### config.mk
export PLATFORM = sky130hd
export DESIGN_NAME = div_unit_flat
export DESIGN_NICKNAME = d
export VERILOG_FILES = /design/src/rtl/div_pkg.sv /design/src/rtl/div_unit_if.sv /design/src/rtl/div_step.sv /design/src/rtl/div_unit.sv /design/src/flat_wrapper.sv
export SDC_FILE = /design/constraint.sdc
export NUM_CORES = 1
export LEC_CHECK = 0
export ABC_AREA = 0
export BUFFER_PORTS_ARGS = -buffer_cell sky130_fd_sc_hd__buf_2
export CAP_MARGIN = 20
export CORE_ASPECT_RATIO = 0.6
export CORE_UTILIZATION = 40
export CTS_CLUSTER_DIAMETER = 150
export DETAILED_ROUTE_END_ITERATION = 7
export MAX_ROUTING_LAYER = met4
export PLACE_DENSITY = 0.69
export SYNTH_ARGS = -nofsm -noshare
export SYNTH_HDL_FRONTEND = slang
export SYNTH_SLANG_ARGS = --single-unit
### constraint.sdc
create_clock -name clk -period 3.61 [get_ports clk]
set_clock_uncertainty 0.05 [all_clocks]
set_input_delay 0.5415 -clock clk [delete_from_list [all_inputs] [get_ports clk]]
set_output_delay 0.5415 -clock clk [all_outputs]
set_load 0.02 [all_outputs]
### src/rtl/div_pkg.sv
// Shared types and sizing for the multi-cycle restoring divider.
// Holds the FSM state encoding, the default operand width and the step-counter width.
package div_pkg;

  typedef enum logic [1:0] {
    IDLE = 2'd0,
    CALC = 2'd1,
    FIX  = 2'd2
  } div_state_t;

  localparam int DIV_WIDTH = 32;

  // The counter reaches WIDTH at most, so it needs clog2(WIDTH+1) bits.
  function automatic int cnt_width(input int w);
    return $clog2(w + 1);
  endfunction

  localparam int DIV_CNT_W = cnt_width(DIV_WIDTH);

endpackage

### src/rtl/div_unit_if.sv
// Request/result bundle between the execute stage and the divider.
// master = pipeline side, slave = divider side.
interface div_unit_if import div_pkg::*; #(parameter int WIDTH = DIV_WIDTH) ();

  logic             start;
  logic             signed_op;
  logic             cancel;
  logic [WIDTH-1:0] dividend;
  logic [WIDTH-1:0] divisor;
  logic             busy;
  logic             done;
  logic [WIDTH-1:0] quotient;
  logic [WIDTH-1:0] remainder;
  logic             div_by_zero;

  modport master (
    output start, signed_op, cancel, dividend, divisor,
    input  busy, done, quotient, remainder, div_by_zero
  );

  modport slave (
    input  start, signed_op, cancel, dividend, divisor,
    output busy, done, quotient, remainder, div_by_zero
  );

endinterface

### src/rtl/div_step.sv
// One restoring-division step: WIDTH+1 bit trial subtraction of the divisor
// from the shifted partial remainder, returning the difference and the borrow.
module div_step import div_pkg::*; #(
  parameter int WIDTH = DIV_WIDTH
) (
  input  logic [WIDTH:0]   partial,
  input  logic [WIDTH-1:0] divisor,
  output logic [WIDTH-1:0] diff,
  output logic             borrow
);

  logic [WIDTH+1:0] full;

  assign full = {1'b0, partial} - {2'b00, divisor};
  assign diff = full[WIDTH-1:0];
  // A non-borrowing difference is always below the divisor, so bit WIDTH is
  // only ever set alongside the true borrow; folding it in leaves the flag exact.
  assign borrow = full[WIDTH+1] | full[WIDTH];

endmodule

### src/rtl/div_unit.sv
// Multi-cycle restoring divider producing quotient/remainder for HI/LO.
// Signed DIV support is compiled in only when DIV_SIGNED_EN is defined.
//
// state | meaning
// IDLE  | waiting for start; results held
// CALC  | one restoring step per cycle, WIDTH steps
// FIX   | sign correction, register results, pulse done
module div_unit import div_pkg::*; #(
  parameter int WIDTH = DIV_WIDTH
) (
  input  logic       clk,
  input  logic       resetn,
  div_unit_if.slave  bus
);

  localparam int CNT_W = cnt_width(WIDTH);

  div_state_t       state, state_nx;
  logic [CNT_W-1:0] cnt;
  logic [WIDTH-1:0] rem;
  logic [WIDTH-1:0] quo_sh;
  logic [WIDTH-1:0] dsr_mag;
  logic             dz_op;
  logic             load, step_en, fix_en, busy_w;
  logic [WIDTH-1:0] a_mag, b_mag;
  logic [WIDTH-1:0] q_fix, r_fix;
  logic [WIDTH:0]   step_in;
  logic [WIDTH-1:0] step_diff;
  logic             step_borrow;

  always_ff @(posedge clk) begin
    if (!resetn) state <= IDLE;
    else         state <= state_nx;
  end

  always_comb begin
    state_nx = state;
    case (state)
      IDLE: if (bus.start && !bus.cancel)
              state_nx = (bus.divisor == '0) ? FIX : CALC;
      CALC: if (bus.cancel)                        state_nx = IDLE;
            else if (cnt == CNT_W'(WIDTH - 1))     state_nx = FIX;
      FIX:  state_nx = IDLE;
      default: state_nx = IDLE;
    endcase
  end

  always_comb begin
    load    = 1'b0;
    step_en = 1'b0;
    fix_en  = 1'b0;
    busy_w  = (state != IDLE);
    case (state)
      IDLE:    load    = bus.start & ~bus.cancel;
      CALC:    step_en = ~bus.cancel;
      FIX:     fix_en  = ~bus.cancel;
      default: ;
    endcase
  end

  assign bus.busy = busy_w;

`ifdef DIV_SIGNED_EN
  logic a_neg, b_neg, neg_q, neg_r;
  logic [WIDTH-1:0] r_src;

  assign a_neg = bus.signed_op & bus.dividend[WIDTH-1];
  assign b_neg = bus.signed_op & bus.divisor[WIDTH-1];
  assign a_mag = a_neg ? -bus.dividend : bus.dividend;
  assign b_mag = b_neg ? -bus.divisor  : bus.divisor;

  always_ff @(posedge clk) begin
    if (!resetn) begin
      neg_q <= 1'b0;
      neg_r <= 1'b0;
    end else if (load) begin
      neg_q <= a_neg ^ b_neg;
      neg_r <= a_neg;
    end
  end

  // On divide-by-zero the dividend magnitude is still parked in quo_sh.
  assign r_src = dz_op ? quo_sh : rem;
  assign q_fix = dz_op ? '1 : (neg_q ? -quo_sh : quo_sh);
  assign r_fix = neg_r ? -r_src : r_src;
`else
  assign a_mag = bus.dividend;
  assign b_mag = bus.divisor;
  assign q_fix = dz_op ? '1 : quo_sh;
  assign r_fix = dz_op ? quo_sh : rem;
`endif

  assign step_in = {rem, quo_sh[WIDTH-1]};

  div_step #(.WIDTH(WIDTH)) u_step (
    .partial (step_in),
    .divisor (dsr_mag),
    .diff    (step_diff),
    .borrow  (step_borrow)
  );

  always_ff @(posedge clk) begin
    if (!resetn) begin
      rem     <= '0;
      quo_sh  <= '0;
      dsr_mag <= '0;
      cnt     <= '0;
      dz_op   <= 1'b0;
    end else if (load) begin
      rem     <= '0;
      quo_sh  <= a_mag;
      dsr_mag <= b_mag;
      cnt     <= '0;
      dz_op   <= (bus.divisor == '0);
    end else if (step_en) begin
      rem     <= step_borrow ? step_in[WIDTH-1:0] : step_diff;
      quo_sh  <= {quo_sh[WIDTH-2:0], ~step_borrow};
      cnt     <= cnt + 1'b1;
    end
  end

  always_ff @(posedge clk) begin
    if (!resetn) begin
      bus.done        <= 1'b0;
      bus.quotient    <= '0;
      bus.remainder   <= '0;
      bus.div_by_zero <= 1'b0;
    end else begin
      bus.done <= fix_en;
      if (fix_en) begin
        bus.quotient    <= q_fix;
        bus.remainder   <= r_fix;
        bus.div_by_zero <= dz_op;
      end
    end
  end

endmodule
### src/flat_wrapper.sv
// flat-port wrapper written by rule: the top's interface ports become plain ports
module div_unit_flat import div_pkg::*;
#(
  parameter int WIDTH = DIV_WIDTH
)
  (clk, resetn, bus_start, bus_signed_op, bus_cancel, bus_dividend, bus_divisor, bus_busy, bus_done, bus_quotient, bus_remainder, bus_div_by_zero);
  div_unit_if #(.WIDTH(WIDTH)) bus_i ();
  input  logic clk;
  input  logic resetn;
  input wire logic [$bits(bus_i.start)-1:0] bus_start;
  input wire logic [$bits(bus_i.signed_op)-1:0] bus_signed_op;
  input wire logic [$bits(bus_i.cancel)-1:0] bus_cancel;
  input wire logic [$bits(bus_i.dividend)-1:0] bus_dividend;
  input wire logic [$bits(bus_i.divisor)-1:0] bus_divisor;
  output wire logic [$bits(bus_i.busy)-1:0] bus_busy;
  output wire logic [$bits(bus_i.done)-1:0] bus_done;
  output wire logic [$bits(bus_i.quotient)-1:0] bus_quotient;
  output wire logic [$bits(bus_i.remainder)-1:0] bus_remainder;
  output wire logic [$bits(bus_i.div_by_zero)-1:0] bus_div_by_zero;
  assign bus_i.start = bus_start;
  assign bus_i.signed_op = bus_signed_op;
  assign bus_i.cancel = bus_cancel;
  assign bus_i.dividend = bus_dividend;
  assign bus_i.divisor = bus_divisor;
  assign bus_busy = bus_i.busy;
  assign bus_done = bus_i.done;
  assign bus_quotient = bus_i.quotient;
  assign bus_remainder = bus_i.remainder;
  assign bus_div_by_zero = bus_i.div_by_zero;
  div_unit #(.WIDTH(WIDTH)) u_core (.clk(clk), .resetn(resetn), .bus(bus_i));
endmodule
# Word level (Yosys, flattened, before mapping)
# Cells that the tools add are included.
[totals]
mem_count = 0
output_inout_bits = 67
wordCells = 43
romBits = 0
latchBits = 0
ramBits = 0
reg_bits = 171
inputBits = 69
[classes]
muxes = 13
div = 0
multipliers = 0
reduce_logical = 8
n_lt_le_gt_ge = 0
shift = 0
eq_ne = 5
n_bitwise = 5
addsub = 2
[ops]
columns = ["cell", "n"]
rows = [
  ["$mux 32", 5],
  ["$sub 33x32->34", 1],
  ["$logic_not 32->1", 1],
  ["$mux 2", 4],
  ["$add 6x1->6 const B", 1],
  ["$eq 6x5->1 const B", 1],
  ["$pmux 2 s2", 1],
  ["$reduce_bool 2->1", 2],
  ["$mux 1", 3],
  ["$ne 3x2->1 const B", 1],
  ["$not 1->1", 3],
  ["$eq 2x1->1 const B", 1],
  ["$eq 2x2->1 const B", 1],
  ["$logic_not 2->1", 1],
  ["$ne 2x1->1 const B", 1],
  ["$reduce_and 2->1", 1],
  ["$reduce_or 2->1", 1],
  ["$and 1x1->1", 1],
  ["$logic_and 1x1->1", 1],
  ["$logic_not 1->1", 1],
  ["$or 1x1->1", 1],
]

# Depth between registers and ports, before layout
[logic_depth]
word_depth = 5
ltp_mapped = 14
ltp_nobuf = 13

# Hierarchy
# A second synthesis with hierarchy kept.
[hier_totals]
hier_cells = 1082
area_unflattened_um2 = 9093.7
[modules_own_cells]
columns = ["module", "seq_area_each_um2", "cells_per_inst", "area_each_um2", "n_inst"]
rows = [
  ["div_unit", 3423.3, 794, 7150.6, 1],
  ["div_step", 0.0, 288, 1943.1, 1],
]

# Least setup slack after synthesis
# No wires, ideal clock.
[synth_timing]
path_type = "reg-to-reg"
start = "register u_core.quo_sh[31]"
end = "register u_core.rem[10]"
t_required_ns = 3.428
stages_incl_launch_ff = 15
path_buffers = 1
synth_period_minus_slack_ns = 2.849
t_arrival_ns = 2.666
slack_ns = 0.761
setup_ns = 0.132
path_cell_list = "dfxtp_1 -> inv_1 -> ha_1 -> inv_1 -> fa_1 -> a21o_1 -> a31o_2 -> a21oi_1 -> nand2_1 -> a31oi_4 -> a31oi_4 -> mux2i_4 -> buf_6 -> mux2i_1 -> a21oi_1"
[synth_via]
elab_chain_len = 3
[synth_lines]
columns = ["element", "line_no", "source"]
rows = [
  ["from (decl)", "div_unit.sv:21", "logic [WIDTH-1:0] quo_sh;"],
  ["from (signal assigned)", "div_unit.sv:111", "quo_sh <= a_mag;"],
  ["from (signal assigned)", "div_unit.sv:117", "quo_sh <= {quo_sh[WIDTH-2:0], ~step_borrow};"],
  ["$sub 33x32->34 (*)", "div_step.sv:14", "assign full = {1'b0, partial} - {2'b00, divisor};"],
  ["$or 1x1->1", "div_step.sv:18", "assign borrow = full[WIDTH+1] | full[WIDTH];"],
  ["$mux 32 (*)", "div_unit.sv:116", "rem <= step_borrow ? step_in[WIDTH-1:0] : step_diff;"],
  ["to (signal assigned)", "div_unit.sv:116", ""],
  ["to (decl)", "div_unit.sv:20", "logic [WIDTH-1:0] rem;"],
]
# Mark *: on every way between the ends. The rest lies on a longest branch, timed or not.
# A chain may end at the register's enable or synchronous reset.

# Worst setup path in the final report
[layout_timing]
start = "register u_core.quo_sh[31]"
end = "register u_core.rem[28]"
# Same word-level chain as after synthesis.

==> results.cfg <==
[run_status]
status = finished, final reports clean

[pwr]
switching_share_pct = 31.24
worst_ir_drop_vdd_mv = 0.3633
p_seq_share_pct = 39.4
p_total_uw = 5248
pwr-share-clk_pct = 37.2
p_int_uw = 3609
netSwitchingPower_uw = 1640
cellLeakagePower_uw = 0.004812
power.density_nw_per_um2 = 494.4
p_comb_share_pct = 23.5

[placed_design]
gp_congestion = 0.9274
port_buffers = 134
hpwl_um = 18470

[clocking]
clockBufferDepth = 2
clock_latency_ns = 0.43
cts.repair.resized = 0
hold_buffers = 0
cts_setup_buffers = 0
htree_levels = 4
numCtsBuffers = 17
clkSlewWorstSetupHoldPaths_ns = 0.07
cts_tree = yes
cts.sinks = 171
clock-root-buffer = clkbuf_16

[logic_synthesis]
syn_nets = 1195
synth.avg_cell_area_um2 = 8.346
ys.warnings.count = 0
syn_inst = 1092
yosysSeqAreaShare_pct = 37.56
synth.distinct_cells = 63
synth_edf_count = 0
synth-main-ff-cell = dfxtp_1
synthArstFlopShare_pct = 0
ys_ff_latch = 171
synthesis.area_um2 = 9114

[sta]
fmax_ghz = 0.3151
worstMarginPinSlew_ns = 0.9274
setup_viol_count_final = 0
rsz0062_at_grt = no
slew_headroom_pct = 38.18
fin_tns_setup_ns = 0
finalHoldViolations = 0
whs_ns = 0.3201
slew_violations = 0
finalCritPeriodShare_pct = 87.91
min_period_ns = 3.173

[floorplanning]
initial_core_util_pct = 41.10
fp.dieH_um = 118.9
rows = 42
dieArea_um2 = 23410
die_x_um = 196.9
core_um2 = 22180
pin_count = 136

[worst_setup_path]
cp_slowest_cell = a2111oi_0
r2r_cells = 13
timing.critical_path.buf_inv = 2
cp-start-kind = register
end_kind = register
criticalPathCategory = reg2reg
r2r-start = u_core.quo_sh[31]$_SDFFE_PN0P_
max_stage_delay_ns = 0.44
cp_top_family = compound AO/OA/AOI/OAI gates
critPathRequiredTime_ns = 3.90
crit_fanout = 5
r2r-end = u_core.rem[28]$_SDFFE_PP0P_
path_cells = inv_1, ha_1, inv_1, fa_1, a21o_1, a31o_2, a211oi_1, a21oi_1, a2111oi_0, nor2_1, xnor2_1, or3_1, a21oi_1
regToRegSetupSlack_ns = 0.44
cp_data_arrival_time_ns = 3.47

[finish]
num-nets-final = 1282
fill_cells = 2207
final_core_util_pct = 47.87
syn_to_final_growth_pct = 16.47
drive_gt1_share_pct = 16.95
multi_input_area_um2 = 5182
seq_area_um2 = 3425

[route]
drt_iter0_drc = 535
vias = 8174
wl_per_cell_um = 16.79
drtPass1Iterations = 5
vias_per_cell = 5.442
postRouteAntennaNets = 0
remaining_drc_errors = 0
wl_um = 25210

[hold_path]
min_from = bus_divisor[20]
hold_path_end = u_core.dsr_mag[20]$_SDFFE_PN0P_
min_path_cells = 3
min_path_type = in2reg

[global_routing]
first_global_vias = 7511
grt_pass1_wl_um = 40250
grt_max_degree = 101
antenna_found_initial = 1
overflow = 0
grt_use_total_pct = 22.28

[run]
drv_cap = 0
power groups by stage:
stage                     clock (uW)  combinational, uW  sequential (uW)
after CTS                       1990               1220             2070
after detailed placement           0               1210             2110
after global placement             0               1200             2110
after floorplan                    0                867             2130
final                           1950               1230             2070
after global routing            2080               1340             2080
registers in the layout (all words and copies together) (netlist names):
signal,count
u_core.dsr_mag,32
u_core.bus.remainder,32
u_core.cnt,6
u_core.quo_sh,32
u_core.state,2
u_core.rem,32
u_core.bus.quotient,32
u_core.bus.done,1
u_core.dz_op,1
u_core.bus.div_by_zero,1
synth_stat cells (22+ instances only):
cell type / instances / share of area (%)
o21ai_0: 46 / 2.5
o211a_1: 35 / 3.8
nor3_1: 38 / 2.1
ha_1: 33 / 4.5
mux2i_1: 58 / 6.4
xnor2_1: 22 / 2.1
dfxtp_1: 171 / 38
inv_1: 44 / 1.8
nand2_1: 145 / 6.0
a21boi_0: 52 / 4.3
nor3b_1: 34 / 2.8
a21oi_1: 64 / 3.5
clkbuf_1: 62 / 2.6
nor2_1: 92 / 3.8
per-layer routing:
metal	GRT usage [%]	routed length [um]	vias to the layer above
li1	-	-	4057
met1	32.33	12820	3840
met2	31.89	10600	252
met3	3.710	1506	25
met4	5.378	284	0
met5	-	0	-
worst reg2reg max path, delay by kind of cell (launching register included):
family,cells,cell delay [ns]
buf+inv,2,0.10
flops,1,0.31
fa+ha+maj,2,0.56
compound gates,6,1.52
xor+xnor,1,0.13
simple gates,2,0.43
logic make-up (layout without fill, tap and decap cells):
logic type | after synthesis | in the layout | synth area share [%]
and+or+nand+nor | 376 | 376 | 19.15
AOI/OAI and AO/OA | 292 | 292 | 23.09
DFF | 171 | 171 | 37.56
buffers and inverters | 127 | 227 | 5.656
muxes | 59 | 59 | 6.617
adders and majority gates | 34 | 34 | 4.750
xor gates and xnor gates | 33 | 33 | 3.171
other | 0 | 2 | 0
how the worst max path moves through the flow:
stage	start	endpoint	cells after the start
6_report	u_core.quo_sh[31]$_SDFFE_PN0P_	u_core.rem[28]$_SDFFE_PP0P_	13
5_1_grt	u_core.dsr_mag[0]$_SDFFE_PN0P_	u_core.rem[28]$_SDFFE_PP0P_	12
2_1_floorplan	u_core.quo_sh[31]$_SDFFE_PN0P_	u_core.rem[10]$_SDFFE_PP0P_	14
3_3_place_gp	u_core.quo_sh[31]$_SDFFE_PN0P_	u_core.rem[28]$_SDFFE_PP0P_	13
3_5_place_dp	u_core.quo_sh[31]$_SDFFE_PN0P_	u_core.rem[28]$_SDFFE_PP0P_	13
4_1_cts	u_core.quo_sh[31]$_SDFFE_PN0P_	u_core.rem[28]$_SDFFE_PP0P_	13
per-stage QoR:
stage                     setup slack (ns)  cells  area [um^2]
after floorplan                     0.7615   1092         9114
after global placement              0.4695   1467         9976
after detailed placement            0.5109   1467         9976
after CTS                           0.4437   1499        10600
after global routing                0.2078   1501        10610
final                               0.4366   1502        10620
final cells by class:
cell class                      count  share of cell area [%]
Antenna cell                        2                 0.04715
Clock inverter                     14                   1.697
Inverter                           44                   1.556
Tap cell                          308                   3.630
Clock buffer                       18                   4.137
Sequential cell                   171                   32.26
Timing Repair Buffer              151                   7.850
Multi-Input combinational cell    794                   48.82
cell usage in the layout (no fill, tap or decap), types with 22 or more instances in the layout:
cell      count
nor2_1       92
dfxtp_1     170
nand2_1     145
ha_1         33
a21oi_1      64
buf_2       133
nor3b_1      33
a21boi_0     52
mux2i_1      58
o21ai_0      46
nor3_1       38
xnor2_1      22
o211a_1      35
inv_1        44
Power figures use the tool's default switching activity.
